### src/rtl/l2_request_arbiter_pkg.sv
// Shared definitions for the L2 request arbiter: packet layout, core-index width
// and the default number of requesting cores.
package l2_request_arbiter_pkg;

    localparam int NUM_CORES_DEFAULT = 4;
    localparam int CORE_W            = 4;
    localparam int ADDR_W            = 32;

    typedef enum logic {
        ST_IDLE    = 1'b0,
        ST_GRANTED = 1'b1
    } arb_state_t;

    typedef struct packed {
        logic              valid;
        logic [CORE_W-1:0] core;
        logic [1:0]        op;
        logic [ADDR_W-1:0] addr;
    } l2req_packet_t;

    // Increment a core index, wrapping back to zero after n-1.
    function automatic logic [CORE_W-1:0] wrap_inc(input logic [CORE_W-1:0] v, input int n);
        return (int'(v) >= n - 1) ? '0 : v + 4'd1;
    endfunction

endpackage

### src/rtl/l2_request_arbiter_rr_pick.sv
// Round-robin find-first: returns the first eligible requester at or after the
// pointer, wrapping modulo N, ignoring any requester in the exclude mask.
module rr_pick
    import l2_request_arbiter_pkg::*;
#(
    parameter int N = NUM_CORES_DEFAULT
) (
    input  logic [N-1:0]      i_req,
    input  logic [CORE_W-1:0] i_ptr,
    input  logic [N-1:0]      i_excl,
    output logic [CORE_W-1:0] o_idx,
    output logic              o_found
);

    localparam int DW = CORE_W + 1;

    logic [N-1:0]  w_elig;
    logic [DW-1:0] w_dist [N];
    logic [DW-1:0] w_best;

    assign w_elig = i_req & ~i_excl;

    // Distance of each index from the pointer, walking forward with wrap.
    genvar gi;
    generate
        for (gi = 0; gi < N; gi++) begin : g_dist
            assign w_dist[gi] = (DW'(gi) >= {1'b0, i_ptr})
                              ? DW'(gi) - {1'b0, i_ptr}
                              : DW'(gi + N) - {1'b0, i_ptr};
        end
    endgenerate

    always_comb begin
        o_found = 1'b0;
        o_idx   = '0;
        w_best  = '1;
        for (int i = 0; i < N; i++) begin
            if (w_elig[i] && (w_dist[i] < w_best)) begin
                w_best  = w_dist[i];
                o_idx   = CORE_W'(i);
                o_found = 1'b1;
            end
        end
    end

endmodule

### src/rtl/l2_request_arbiter.sv
// Round-robin arbiter forwarding one core request packet at a time to the L2.
// Packets are not buffered: the granted core's packet is passed straight through.
module l2_request_arbiter
    import l2_request_arbiter_pkg::*;
#(
    parameter int NUM_CORES = NUM_CORES_DEFAULT
) (
    input  logic                 clk,
    input  logic                 reset,
    input  l2req_packet_t        core_req [NUM_CORES],
    output logic [NUM_CORES-1:0] core_ready,
    output l2req_packet_t        l2req_packet,
    input  logic                 l2req_ready,
    output logic                 pc_event_l2_arb_wait
);

    arb_state_t           r_state, w_state_next;
    logic [CORE_W-1:0]    r_grant, w_grant_next;
    logic [CORE_W-1:0]    r_rr_ptr, w_rr_ptr_next;
    logic [NUM_CORES-1:0] w_valid;
    logic [NUM_CORES-1:0] w_excl;
    logic [CORE_W-1:0]    w_ptr_after;
    logic [CORE_W-1:0]    w_pick_ptr;
    logic [CORE_W-1:0]    w_pick_idx;
    logic                 w_pick_found;
    logic                 w_xfer;
    l2req_packet_t        w_sel;

    genvar gi;
    generate
        for (gi = 0; gi < NUM_CORES; gi++) begin : g_core
            assign w_valid[gi]    = core_req[gi].valid;
            assign w_excl[gi]     = (r_state == ST_GRANTED) && (r_grant == CORE_W'(gi));
            assign core_ready[gi] = (r_state == ST_GRANTED) && (r_grant == CORE_W'(gi))
                                  && l2req_ready && core_req[gi].valid;
        end
    endgenerate

    always_comb begin
        w_sel = core_req[0];
        for (int i = 1; i < NUM_CORES; i++) begin
            if (r_grant == CORE_W'(i)) begin
                w_sel = core_req[i];
            end
        end
    end

    assign w_xfer      = |core_ready;
    assign w_ptr_after = wrap_inc(r_grant, NUM_CORES);
    // While granted, search for the follow-on grant as if the transfer happened.
    assign w_pick_ptr  = (r_state == ST_GRANTED) ? w_ptr_after : r_rr_ptr;

    rr_pick #(
        .N(NUM_CORES)
    ) u_rr_pick (
        .i_req   (w_valid),
        .i_ptr   (w_pick_ptr),
        .i_excl  (w_excl),
        .o_idx   (w_pick_idx),
        .o_found (w_pick_found)
    );

    always_ff @(posedge clk or posedge reset) begin
        if (reset) begin
            r_state  <= ST_IDLE;
            r_grant  <= '0;
            r_rr_ptr <= '0;
        end else begin
            r_state  <= w_state_next;
            r_grant  <= w_grant_next;
            r_rr_ptr <= w_rr_ptr_next;
        end
    end

    always_comb begin
        w_state_next  = r_state;
        w_grant_next  = r_grant;
        w_rr_ptr_next = r_rr_ptr;
        case (r_state)
            ST_IDLE: begin
                if (w_pick_found) begin
                    w_state_next = ST_GRANTED;
                    w_grant_next = w_pick_idx;
                end
            end
            ST_GRANTED: begin
                if (w_xfer) begin
                    w_rr_ptr_next = w_ptr_after;
                    if (w_pick_found) begin
                        w_grant_next = w_pick_idx;
                    end else begin
                        w_state_next = ST_IDLE;
                    end
                end else if (!w_sel.valid) begin
                    w_state_next = ST_IDLE;
                end
            end
            default: w_state_next = ST_IDLE;
        endcase
    end

    always_comb begin
        l2req_packet       = w_sel;
        l2req_packet.core  = r_grant;
        l2req_packet.valid = (r_state == ST_GRANTED) && w_sel.valid;
    end

    assign pc_event_l2_arb_wait = |(w_valid & ~core_ready);

endmodule

### config.mk
export PLATFORM = sky130hd
export DESIGN_NAME = l2_request_arbiter
export DESIGN_NICKNAME = d
export VERILOG_FILES = /design/src/rtl/l2_request_arbiter_pkg.sv /design/src/rtl/l2_request_arbiter_rr_pick.sv /design/src/rtl/l2_request_arbiter.sv
export SDC_FILE = /design/constraint.sdc
export NUM_CORES = 1
export LEC_CHECK = 0
export CAP_MARGIN = 20
export CORE_ASPECT_RATIO = 0.6
export CORE_MARGIN = 2
export CORE_UTILIZATION = 34
export CTS_CLUSTER_SIZE = 28
export DETAILED_ROUTE_END_ITERATION = 7
export PLACE_DENSITY = 0.86
export SLEW_MARGIN = 20
export SYNTH_ARGS = -nofsm -noshare
export SYNTH_HDL_FRONTEND = slang
export SYNTH_SLANG_ARGS = --single-unit
### constraint.sdc
create_clock -name clk -period 10.85 [get_ports clk]
set_input_delay 2.7125 -clock clk [delete_from_list [all_inputs] [get_ports clk]]
set_output_delay 2.7125 -clock clk [all_outputs]
set_load 0.01 [all_outputs]
==> metrics.csv, run 1 <==
stage;metric;value;unit
placement;port bufs;184;
routing;router iterations before antenna repair;4;
placement;placed cell areas;0.00411;mm²
power;PD cells;284;mW/mm²
placement;Placer Congestion;0.955;
power;Worst VDD drop;363;µV
clocking;Post-CTS Setup Bufs;0;
power;Tot Pwr;1.18;mW
routing;via count;3015;
sta;skew final;0.000918;ns
routing;Final ANT Viol Nets;0;
placement;Detail Placement HPWL;7630;µm
routing;DRC;0;
setup_path;Arr. time, crit path;7.58;ns
sta;Slew Limit Headroom;57.6;%
synthesis;Yosys top cell area share;17.1;%
clocking;CTS Buffer Depth;2;
finish;Core Util, Final;66.9;%
sta;RSZ-0062 raised after global routing;no;
sta;Slew Viols, Final;0;
min_path;Hold WC Path Type;flip-flop to flip-flop;
floorplanning;Core ar.;0.00622;mm²
synthesis;synth unique cells;53;
sta;max frequency;135;MHz
synthesis;synthesized cell area;0.00223;mm²
sta;min Tclk post-route;7.43;ns
synthesis;synth warn;0;
sta;Min Hold Slack;0.679;ns
outcome;outcome;completed;
synthesis;register area share after synthesis;5.61;%
synthesis;syn_area_per_cell;6.61;µm²
placement;post-place setup slack;3.28;ns
floorplanning;Initial Utilization;35.8;%
synthesis;flops & latches, synth;5;
finish;Design Area, Final;0.00416;mm²
setup_path;endpoint class of the critical path;flip-flop;
job;Max-Cap Viols;0;
placement;Inst Count DP;591;
floorplanning;row count;22;
global_route;met2 Use GR;40.5;%
clocking;Clock Latency Late Sink;0.22;ns
finish;FF+latch area;125;µm²
setup_path;Critical Path Start Type;primary input;
floorplanning;Die W;109;µm
setup_path;Critical path origin;core_req[155];
synthesis;async set-reset flop share out of synthesis;100;%
clocking;TritonCTS Sinks;5;
min_path;hold path cells;1;
global_route;initial antenna violation count;0;
clocking;TritonCTS Buffers;3;
routing;total wire length;9270;µm
synthesis;EDFF count, synth;0;
clocking;clk root buf;clkbuf_8;
global_route;most used routing layer;met2;
finish;Multi-input gate area;0.00196;mm²
floorplanning;io pins;203;
setup_path;CP required;11.00;ns
min_path;worst hold start;r_rr_ptr[0]$_DFFE_PP0P_;
clocking;post_cts resized;0;
floorplanning;Die H;66.7;µm
routing;WL/cell;15.6;µm
global_route;vias in the first global route;2719;
sta;Final Setup Violations;0;
finish;P&R area growth vs syn;86.6;%
finish;layout cells sized above 1;5.28;%
synthesis;Post-Syn Instances;337;
finish;Ant. Diodes;0;
synthesis;top cell type by total area after synthesis;mux2i_1;
setup_path;WS Path Type;primary input to flip-flop;
routing;Via-to-Cell Ratio;5.07;
finish;non-filler instance count after layout;595;
global_route;first-pass GRT wire length;13700;µm
setup_path;FF-to-FF Start;r_state$_DFF_PP0_;
sta;TNS Setup;0;ns
clocking;hold_buf cts;0;
global_route;largest net degree at the start of global routing;43;
synthesis;synth top area cells;mux2i_1, ha_1, nand2_1;
clocking;Worst-path clk slew;0.03;ns
routing;Detailed Route Iter0 Violations;184;
finish;nets@finish;693;
global_route;met1 usage in global routing;33.2;%
global_route;total track usage;23.9;%
finish;Fill cells;524;
global_route;M3 GR Usage;3.62;%
clocking;H-tree depth;1;
clocking;CTS tree;yes;
sta;Final Cycle Share;68.5;%
power;static leakage;1.74;nW
global_route;grt ovf;0;
floorplanning;Die ar.;0.00724;mm²
sta;worst-margin pin slew;0.637;ns
synthesis;Main synth FF type;dfrtp_1;
setup_path;cell depth of the worst flop-to-flop path;23;
sta;Final WS setup;3.42;ns
sta;final hold vios;0;
setup_path;worst-path fanout max;9;
-- logic make-up after synthesis --
family | Yosys count | share of synthesized area, %
adders and majority gates | 22 | 12.4
xor gates and xnor gates | 2 | 0.786
other | 2 | 0.337
buffers and inverters | 41 | 8.14
and+or+nand+nor | 121 | 23.9
muxes | 44 | 21.1
AOI/OAI and AO/OA | 100 | 27.8
DFF | 5 | 5.61
-- path summary, 6_finish.rpt --
check / to / slack (ns)
worst max-delay path: r_grant[0]$_DFFE_PP0P_ / 3.42
min in group asynchronous: r_rr_ptr[1]$_DFFE_PP0P_ / 2.71
worst max register to register: r_grant[0]$_DFFE_PP0P_ / 4.78
worst min-delay path: r_rr_ptr[0]$_DFFE_PP0P_ / 0.68
worst min register to register: r_rr_ptr[0]$_DFFE_PP0P_ / 0.68
max in group asynchronous: r_grant[1]$_DFFE_PP0P_ / 7.98
-- where the power goes --
| part | leakage (nW) | internal (mW) | switching (mW) |
|---|---|---|---|
| combinational | 1.66 | 0.538 | 0.558 |
| sequential | 0.0587 | 0.0282 | 0.0229 |
| clock | 0.0228 | 0.0252 | 0.00848 |
-- critical path, cell delays in order --
cell and delay (ns):
clkdlybuf4s50_1 0.58, a21boi_4 0.31, o21ai_0 0.21, inv_1 0.11, ha_1 0.15, and3_1 0.21, o22a_4 0.18, a21bo_1 0.23
ha_1 0.30, a211oi_1 0.21, o2111ai_1 0.27, or2_2 0.39, o31ai_4 0.13, mux2_4 0.35, ha_1 0.31, a31oi_1 0.15
o21ai_0 0.09, a221o_1 0.35, o211ai_1 0.10, o221a_2 0.22
-- registers in the layout, indices dropped and copies added, names as in the netlist --
name	flops
r_rr_ptr	2
r_grant	2
r_state	1
-- Yosys cell counts (all sizes together), types with 2 or more instances --
library cell,instances
nand3b,2
conb,2
ha,22
a21oi,38
nand4,2
inv,16
nor2,41
nand2,56
buf,9
a211o,2
mux2i,39
a21boi,2
dfrtp,5
o21ai,40
a31oi,2
and3,4
mux2,5
and2,4
a22oi,3
o31ai,2
clkbuf,16
xnor2,2
nand2b,4
-- cells in the final DEF, fill, tap and decap left out, types with 3 or more instances in the layout --
cell type,n
clkdlybuf4s50_1,184
nand2_1,54
nor2_1,41
o21ai_0,40
a21oi_1,38
mux2i_1,38
ha_1,19
inv_1,15
conb_1,10
dfrtp_1,5
and3_1,4
and2_1,4
nand2b_1,3
mux2_4,3
ha_2,3
clkbuf_8,3
buf_4,3
-- cell type report --
class | instances | area share [%]
well taps | 84 | 2.53
flip-flops and latches | 5 | 3.01
multi-input cells | 299 | 47.1
repair buffers | 187 | 44.8
clock buffers | 4 | 1.08
inverters | 16 | 1.44
-- per-layer routing --
layer / share of wire, % / vias to the layer above
met3: 8.2 / 4
li1: - / 1517
met2: 47 / 95
met5: 0 / -
met4: 0.33 / 0
met1: 45 / 1399
Note: power is estimated with default switching activity, not from simulation.
==> inputs of run 2 (changes only) <==
Settings changed: CORE_UTILIZATION 34 to 29, PLACE_DENSITY 0.86 to 0.77.
Clock period 10.85 ns to 6.8 ns, I/O delays scaled along.
==> metrics.csv, run 2 (synthesis gave the netlist of run 1 again) <==
stage;metric;value;unit;change
routing;WL/cell;14.6;µm;was 15.6 µm
setup_path;end of the worst register-to-register path;r_grant[1]$_DFFE_PP0P_;;was r_grant[0]$_DFFE_PP0P_
outcome;outcome;completed;;unchanged
sta;TNS Setup;0;ns;unchanged
sta;Final Setup Violations;0;;unchanged
clocking;hold_buf cts;0;;unchanged
sta;worst-margin pin slew;0.690;ns;was 0.637 ns
routing;total wire length;8980;µm;was 9270 µm
setup_path;Worst Setup EP;r_grant[1]$_DFFE_PP0P_;;was r_grant[0]$_DFFE_PP0P_
power;P_int;985;µW;was 592 µW
finish;nets@finish;693;;unchanged
job;Max-Cap Viols;0;;unchanged
placement;port bufs;184;;unchanged
setup_path;Critical Path Start Type;primary input;;unchanged
power;Reg power frac;3.8;%;was 4.3%
setup_path;WS Path Type;primary input to flip-flop;;unchanged
finish;Multi-input gate area;0.00197;mm²;was 0.00196 mm²
floorplanning;Initial Utilization;30.3;%;was 35.8%
placement;placed cell areas;0.00415;mm²;was 0.00411 mm²
routing;DRC;0;;unchanged
setup_path;cell depth of the worst flop-to-flop path;25;;was 23
finish;Fill cells;691;;was 524
clocking;CTS Buffer Depth;2;;unchanged
clocking;Worst-path clk slew;0.03;ns;about the same
power;Clk pwr share;5.0;%;was 2.8%
routing;router iterations before antenna repair;4;;unchanged
sta;RSZ-0062 raised after global routing;no;;unchanged
clocking;H-tree depth;1;;unchanged
placement;post-place setup slack;0.170;ns;was 3.28 ns
power;static leakage;1.75;nW;was 1.74 nW
global_route;grt ovf;0;;unchanged
floorplanning;row count;24;;was 22
min_path;Hold WC Path Type;flip-flop to flip-flop;;unchanged
clocking;CTS tree;yes;;unchanged
routing;Via-to-Cell Ratio;4.85;;was 5.07
global_route;largest net degree at the start of global routing;74;;was 43
global_route;initial antenna violation count;0;;unchanged
clocking;clk root buf;clkbuf_16;;was clkbuf_8
clocking;Clock Latency Late Sink;0.23;ns;was 0.22 ns
global_route;first-pass GRT wire length;13000;µm;was 13,700 µm
power;switching power total;947;µW;was 589 µW
finish;layout cells sized above 1;5.28;%;unchanged
power;Sw Share;49.0;%;was 49.9%
clocking;TritonCTS Buffers;3;;unchanged
finish;P&R area growth vs syn;89.7;%;was 86.6%
floorplanning;Core ar.;0.00736;mm²;was 0.00622 mm²
sta;Slew Viols, Final;0;;unchanged
sta;min Tclk post-route;6.42;ns;
power;Worst VDD drop;230;µV;was 363 µV
finish;Core Util, Final;57.5;%;was 66.9%
finish;Largest regs;r_grant: 2 flops, r_rr_ptr: 2 flops, r_state: 1 flops;;unchanged
power;combinational share of power;91.2;%;was 92.8%
power;PD cells;457;mW/mm²;was 284 mW/mm²
floorplanning;Die W;117;µm;was 109 µm
global_route;total track usage;19.1;%;was 23.9%
setup_path;endpoint class of the critical path;flip-flop;;unchanged
sta;final hold vios;0;;unchanged
finish;Design Area, Final;0.00423;mm²;was 0.00416 mm²
finish;most common cell after layout, fill and taps aside;clkdlybuf4s50_1;;unchanged
setup_path;CP required;6.90;ns;was 11.00 ns
finish;Ant. Diodes;0;;unchanged
global_route;vias in the first global route;2744;;was 2,719
clocking;TritonCTS Sinks;5;;unchanged
sta;skew final;0.00113;ns;was 0.000918 ns
sta;Min Hold Slack;0.635;ns;was 0.679 ns
finish;most frequent cells in the layout;clkdlybuf4s50_1, nand2_1, nor2_1, o21ai_0;;unchanged
sta;Final WS setup;0.377;ns;was 3.42 ns
placement;Inst Count DP;611;;was 591
sta;Final Cycle Share;94.5;%;
routing;Final ANT Viol Nets;0;;unchanged
setup_path;flop2flop setup slack;0.74;ns;was 4.78 ns
floorplanning;Die H;71.9;µm;was 66.7 µm
floorplanning;io pins;203;;unchanged
clocking;post_cts resized;0;;unchanged
placement;Detail Placement HPWL;7280;µm;was 7630 µm
setup_path;worst-path fanout max;9;;unchanged
finish;non-filler instance count after layout;615;;was 595
sta;max frequency;156;MHz;
finish;FF+latch area;125;µm²;unchanged
sta;Slew Limit Headroom;54.0;%;was 57.6%
setup_path;Critical path origin;core_req[155];;unchanged
setup_path;Arr. time, crit path;6.52;ns;was 7.58 ns
routing;Detailed Route Iter0 Violations;163;;was 184
clocking;Post-CTS Setup Bufs;0;;unchanged
setup_path;FF-to-FF Start;r_grant[0]$_DFFE_PP0P_;;was r_state$_DFF_PP0_
placement;Placer Congestion;0.855;;was 0.955
floorplanning;Die ar.;0.00842;mm²;was 0.00724 mm²
routing;via count;2980;;was 3,015
power;Tot Pwr;1.93;mW;was 1.18 mW
==> run 2: cell counts in the layout (fill, tap and decap cells not counted) <==
Identical to the previous run, type by type.
==> run 2: power groups by stage <==
stage                     combinational [mW]  sequential, mW  clock, mW
after floorplan                         1.12          0.0628          0
after global placement                  1.71          0.0706          0
after detailed placement                1.76          0.0733          0
after CTS                               1.76          0.0732     0.0972
after global routing                    1.93          0.0769      0.100
final                                   1.76          0.0741     0.0959
==> run 2: routing by layer <==
layer | GRT usage, % | routed length [µm]
met3 | 3.01 | 801
met1 | 24.9 | 3870
met4 | 3.79 | 102
met5 | 0 | 0
met2 | 33.8 | 4200
==> run 2: how the worst min path moves through the flow <==
stage | depth (start not counted) | start | endpoint | slack, ns
global placement | 1 | r_rr_ptr[1]$_DFFE_PP0P_ | r_rr_ptr[1]$_DFFE_PP0P_ | 0.62
global route | 1 | r_rr_ptr[0]$_DFFE_PP0P_ | r_rr_ptr[0]$_DFFE_PP0P_ | 0.66
detailed placement | 1 | r_rr_ptr[0]$_DFFE_PP0P_ | r_rr_ptr[0]$_DFFE_PP0P_ | 0.62
finish | 1 | r_rr_ptr[0]$_DFFE_PP0P_ | r_rr_ptr[0]$_DFFE_PP0P_ | 0.64
floorplan | 1 | r_rr_ptr[1]$_DFFE_PP0P_ | r_rr_ptr[1]$_DFFE_PP0P_ | 0.58
CTS | 1 | r_rr_ptr[0]$_DFFE_PP0P_ | r_rr_ptr[0]$_DFFE_PP0P_ | 0.63
==> run 2: area by class of cell <==
cell class / count / area share [%]
clock buffer: 4 / 1.86
inverter: 16 / 1.42
multi-input combinational: 299 / 46.6
sequential: 5 / 2.96
tap: 104 / 3.08
timing repair buffer: 187 / 44.1
==> run 2: critical path: stages <==
cell and delay [ns]:
clkdlybuf4s50_1 0.58, a21boi_4 0.33, o21ai_0 0.20, inv_1 0.10, ha_1 0.15, and3_1 0.20
o22a_4 0.18, a21bo_1 0.22, ha_1 0.28, a211oi_1 0.27, o2111ai_1 0.31, or2_2 0.40
o31ai_4 0.12, mux2_4 0.34, ha_1 0.30, a31oi_1 0.07, o21ai_0 0.15, a221o_1 0.23
nor2_1 0.06, a211o_1 0.33
==> inputs of run 3 (changes only) <==
Settings changed: SLEW_MARGIN 20 to default.
==> metrics.csv, run 3 (synthesis gave the netlist of run 1 again) <==
stage;metric;value;unit;change
routing;Final ANT Viol Nets;0;;unchanged
min_path;Hold WC Path Type;flip-flop to flip-flop;;unchanged
power;static leakage;1.76;nW;was 1.75 nW
finish;Multi-input gate area;0.00196;mm²;was 0.00197 mm²
finish;P&R area growth vs syn;90.2;%;was 89.7%
floorplanning;row count;24;;unchanged
clocking;Post-CTS Setup Bufs;0;;unchanged
placement;Placer Congestion;0.855;;unchanged
min_path;hold path cells;1;;unchanged
routing;via count;3014;;was 2,980
floorplanning;Initial Utilization;30.3;%;unchanged
sta;Final Cycle Share;94.7;%;was 94.5%
routing;WL/cell;14.5;µm;was 14.6 µm
clocking;hold_buf cts;0;;unchanged
finish;Core Util, Final;57.6;%;was 57.5%
clocking;clk root buf;clkbuf_16;;unchanged
routing;total wire length;8960;µm;was 8980 µm
clocking;TritonCTS Sinks;5;;unchanged
setup_path;Critical Path Start Type;primary input;;unchanged
placement;placed cell areas;0.00416;mm²;was 0.00415 mm²
global_route;largest net degree at the start of global routing;60;;was 74
setup_path;endpoint class of the critical path;flip-flop;;unchanged
finish;Largest regs;r_grant: 2 flops, r_rr_ptr: 2 flops, r_state: 1 flops;;unchanged
setup_path;worst-path fanout max;9;;unchanged
floorplanning;Die W;117;µm;unchanged
global_route;vias in the first global route;2718;;was 2,744
floorplanning;Core ar.;0.00736;mm²;unchanged
floorplanning;Die H;71.9;µm;unchanged
global_route;first-pass GRT wire length;13000;µm;about the same
finish;Fill cells;680;;was 691
clocking;CTS Buffer Depth;2;;unchanged
placement;Inst Count DP;612;;was 611
sta;final hold vios;0;;unchanged
setup_path;flop2flop setup slack;0.67;ns;was 0.74 ns
sta;TNS Setup;0;ns;unchanged
sta;Min Hold Slack;0.635;ns;about the same
sta;max frequency;155;MHz;was 156 MHz
finish;non-filler instance count after layout;616;;was 615
floorplanning;io pins;203;;unchanged
power;PD cells;460;mW/mm²;was 457 mW/mm²
clocking;post_cts resized;0;;unchanged
floorplanning;Die ar.;0.00842;mm²;unchanged
placement;port bufs;184;;unchanged
setup_path;CP required;6.90;ns;about the same
routing;router iterations before antenna repair;5;;was 4
sta;Slew Viols, Final;0;;unchanged
setup_path;end of the worst register-to-register path;r_grant[1]$_DFFE_PP0P_;;unchanged
sta;skew final;0.00216;ns;was 0.00113 ns
sta;RSZ-0062 raised after global routing;no;;unchanged
finish;FF+latch area;125;µm²;unchanged
min_path;Worst Hold End;r_rr_ptr[1]$_DFFE_PP0P_;;was r_rr_ptr[0]$_DFFE_PP0P_
global_route;grt ovf;0;;unchanged
routing;Detailed Route Iter0 Violations;172;;was 163
finish;Design Area, Final;0.00424;mm²;was 0.00423 mm²
setup_path;Arr. time, crit path;6.54;ns;was 6.52 ns
min_path;worst hold start;r_rr_ptr[1]$_DFFE_PP0P_;;was r_rr_ptr[0]$_DFFE_PP0P_
routing;DRC;0;;unchanged
sta;Final Setup Violations;0;;unchanged
setup_path;FF-to-FF Start;r_grant[0]$_DFFE_PP0P_;;unchanged
global_route;total track usage;19.2;%;was 19.1%
sta;worst-margin pin slew;0.670;ns;was 0.690 ns
global_route;initial antenna violation count;0;;unchanged
placement;Detail Placement HPWL;7360;µm;was 7280 µm
finish;nets@finish;694;;was 693
clocking;H-tree depth;1;;unchanged
job;Max-Cap Viols;0;;unchanged
clocking;CTS tree;yes;;unchanged
setup_path;cell depth of the worst flop-to-flop path;25;;unchanged
setup_path;WS Path Type;primary input to flip-flop;;unchanged
clocking;TritonCTS Buffers;3;;unchanged
clocking;Clock Latency Late Sink;0.23;ns;about the same
routing;Via-to-Cell Ratio;4.89;;was 4.85
finish;most frequent cells in the layout;clkdlybuf4s50_1, nand2_1, nor2_1, o21ai_0;;unchanged
outcome;outcome;completed;;unchanged
finish;layout cells sized above 1;5.47;%;was 5.28%
power;Worst VDD drop;267;µV;was 230 µV
clocking;Worst-path clk slew;0.03;ns;about the same
finish;most common cell after layout, fill and taps aside;clkdlybuf4s50_1;;unchanged
sta;Slew Limit Headroom;55.4;%;was 54.0%
sta;min Tclk post-route;6.44;ns;was 6.42 ns
finish;Ant. Diodes;0;;unchanged
run 3: changes by cell type in the layout (fill, tap and decap cells not counted):
| cell | change |
|---|---|
| ha_4 | -1 |
| ha_2 | +1 |
| buf_12 | +1 |
run 3: metrics by stage:
stage	setup WS [ns]	power, mW
floorplan	1.27	1.18
global placement	0.401	1.78
detailed placement	0.178	1.83
CTS	0.410	1.94
global route	0.140	2.12
finish	0.359	1.95
run 3: how the worst max path moves through the flow:
stage,from,endpoint,slack (ns)
after floorplan,core_req[155],r_grant[0]$_DFFE_PP0P_,1.27
after global placement,core_req[155],r_grant[1]$_DFFE_PP0P_,0.40
after detailed placement,core_req[155],r_grant[1]$_DFFE_PP0P_,0.18
after CTS,core_req[155],r_grant[1]$_DFFE_PP0P_,0.41
after global routing,core_req[155],r_grant[1]$_DFFE_PP0P_,0.14
final,core_req[155],r_grant[1]$_DFFE_PP0P_,0.36
run 3: area by class of cell:
cell class / count / area share [%]
multi-input cells: 299 / 46.2
well taps: 104 / 3.07
repair buffers: 188 / 44.5
flip-flops and latches: 5 / 2.95
inverters: 16 / 1.42
clock buffers: 4 / 1.86
run 3: routing by layer:
metal,GRT usage [%],up-vias,routed length [µm]
met1,24.9,1349,3850
met5,0,-,0
met2,33.7,130,4180
met3,3.59,10,853
met4,3.27,0,81
li1,-,1525,-
run 3: critical path, cell delays in order:
cell	delay, ns
clkdlybuf4s50_1	0.58
a21boi_4	0.34
and2_1	0.18
ha_1	0.17
inv_1	0.06
o22ai_2	0.22
o22a_4	0.21
a21bo_1	0.23
ha_1	0.29
a211oi_1	0.26
o2111ai_1	0.30
or2_2	0.39
o31ai_4	0.12
mux2_4	0.34
ha_1	0.30
a31oi_1	0.07
o21ai_0	0.16
a221o_1	0.23
nor2_1	0.06
a211o_1	0.33
run 3: power breakdown:
group,internal [mW],total (mW),switching [mW],leakage [nW]
Combinational,0.868,1.78,0.912,1.66
Sequential,0.0452,0.0715,0.0263,0.0587
Clock,0.0778,0.0977,0.0200,0.0382
Total,0.991,1.95,0.959,1.76
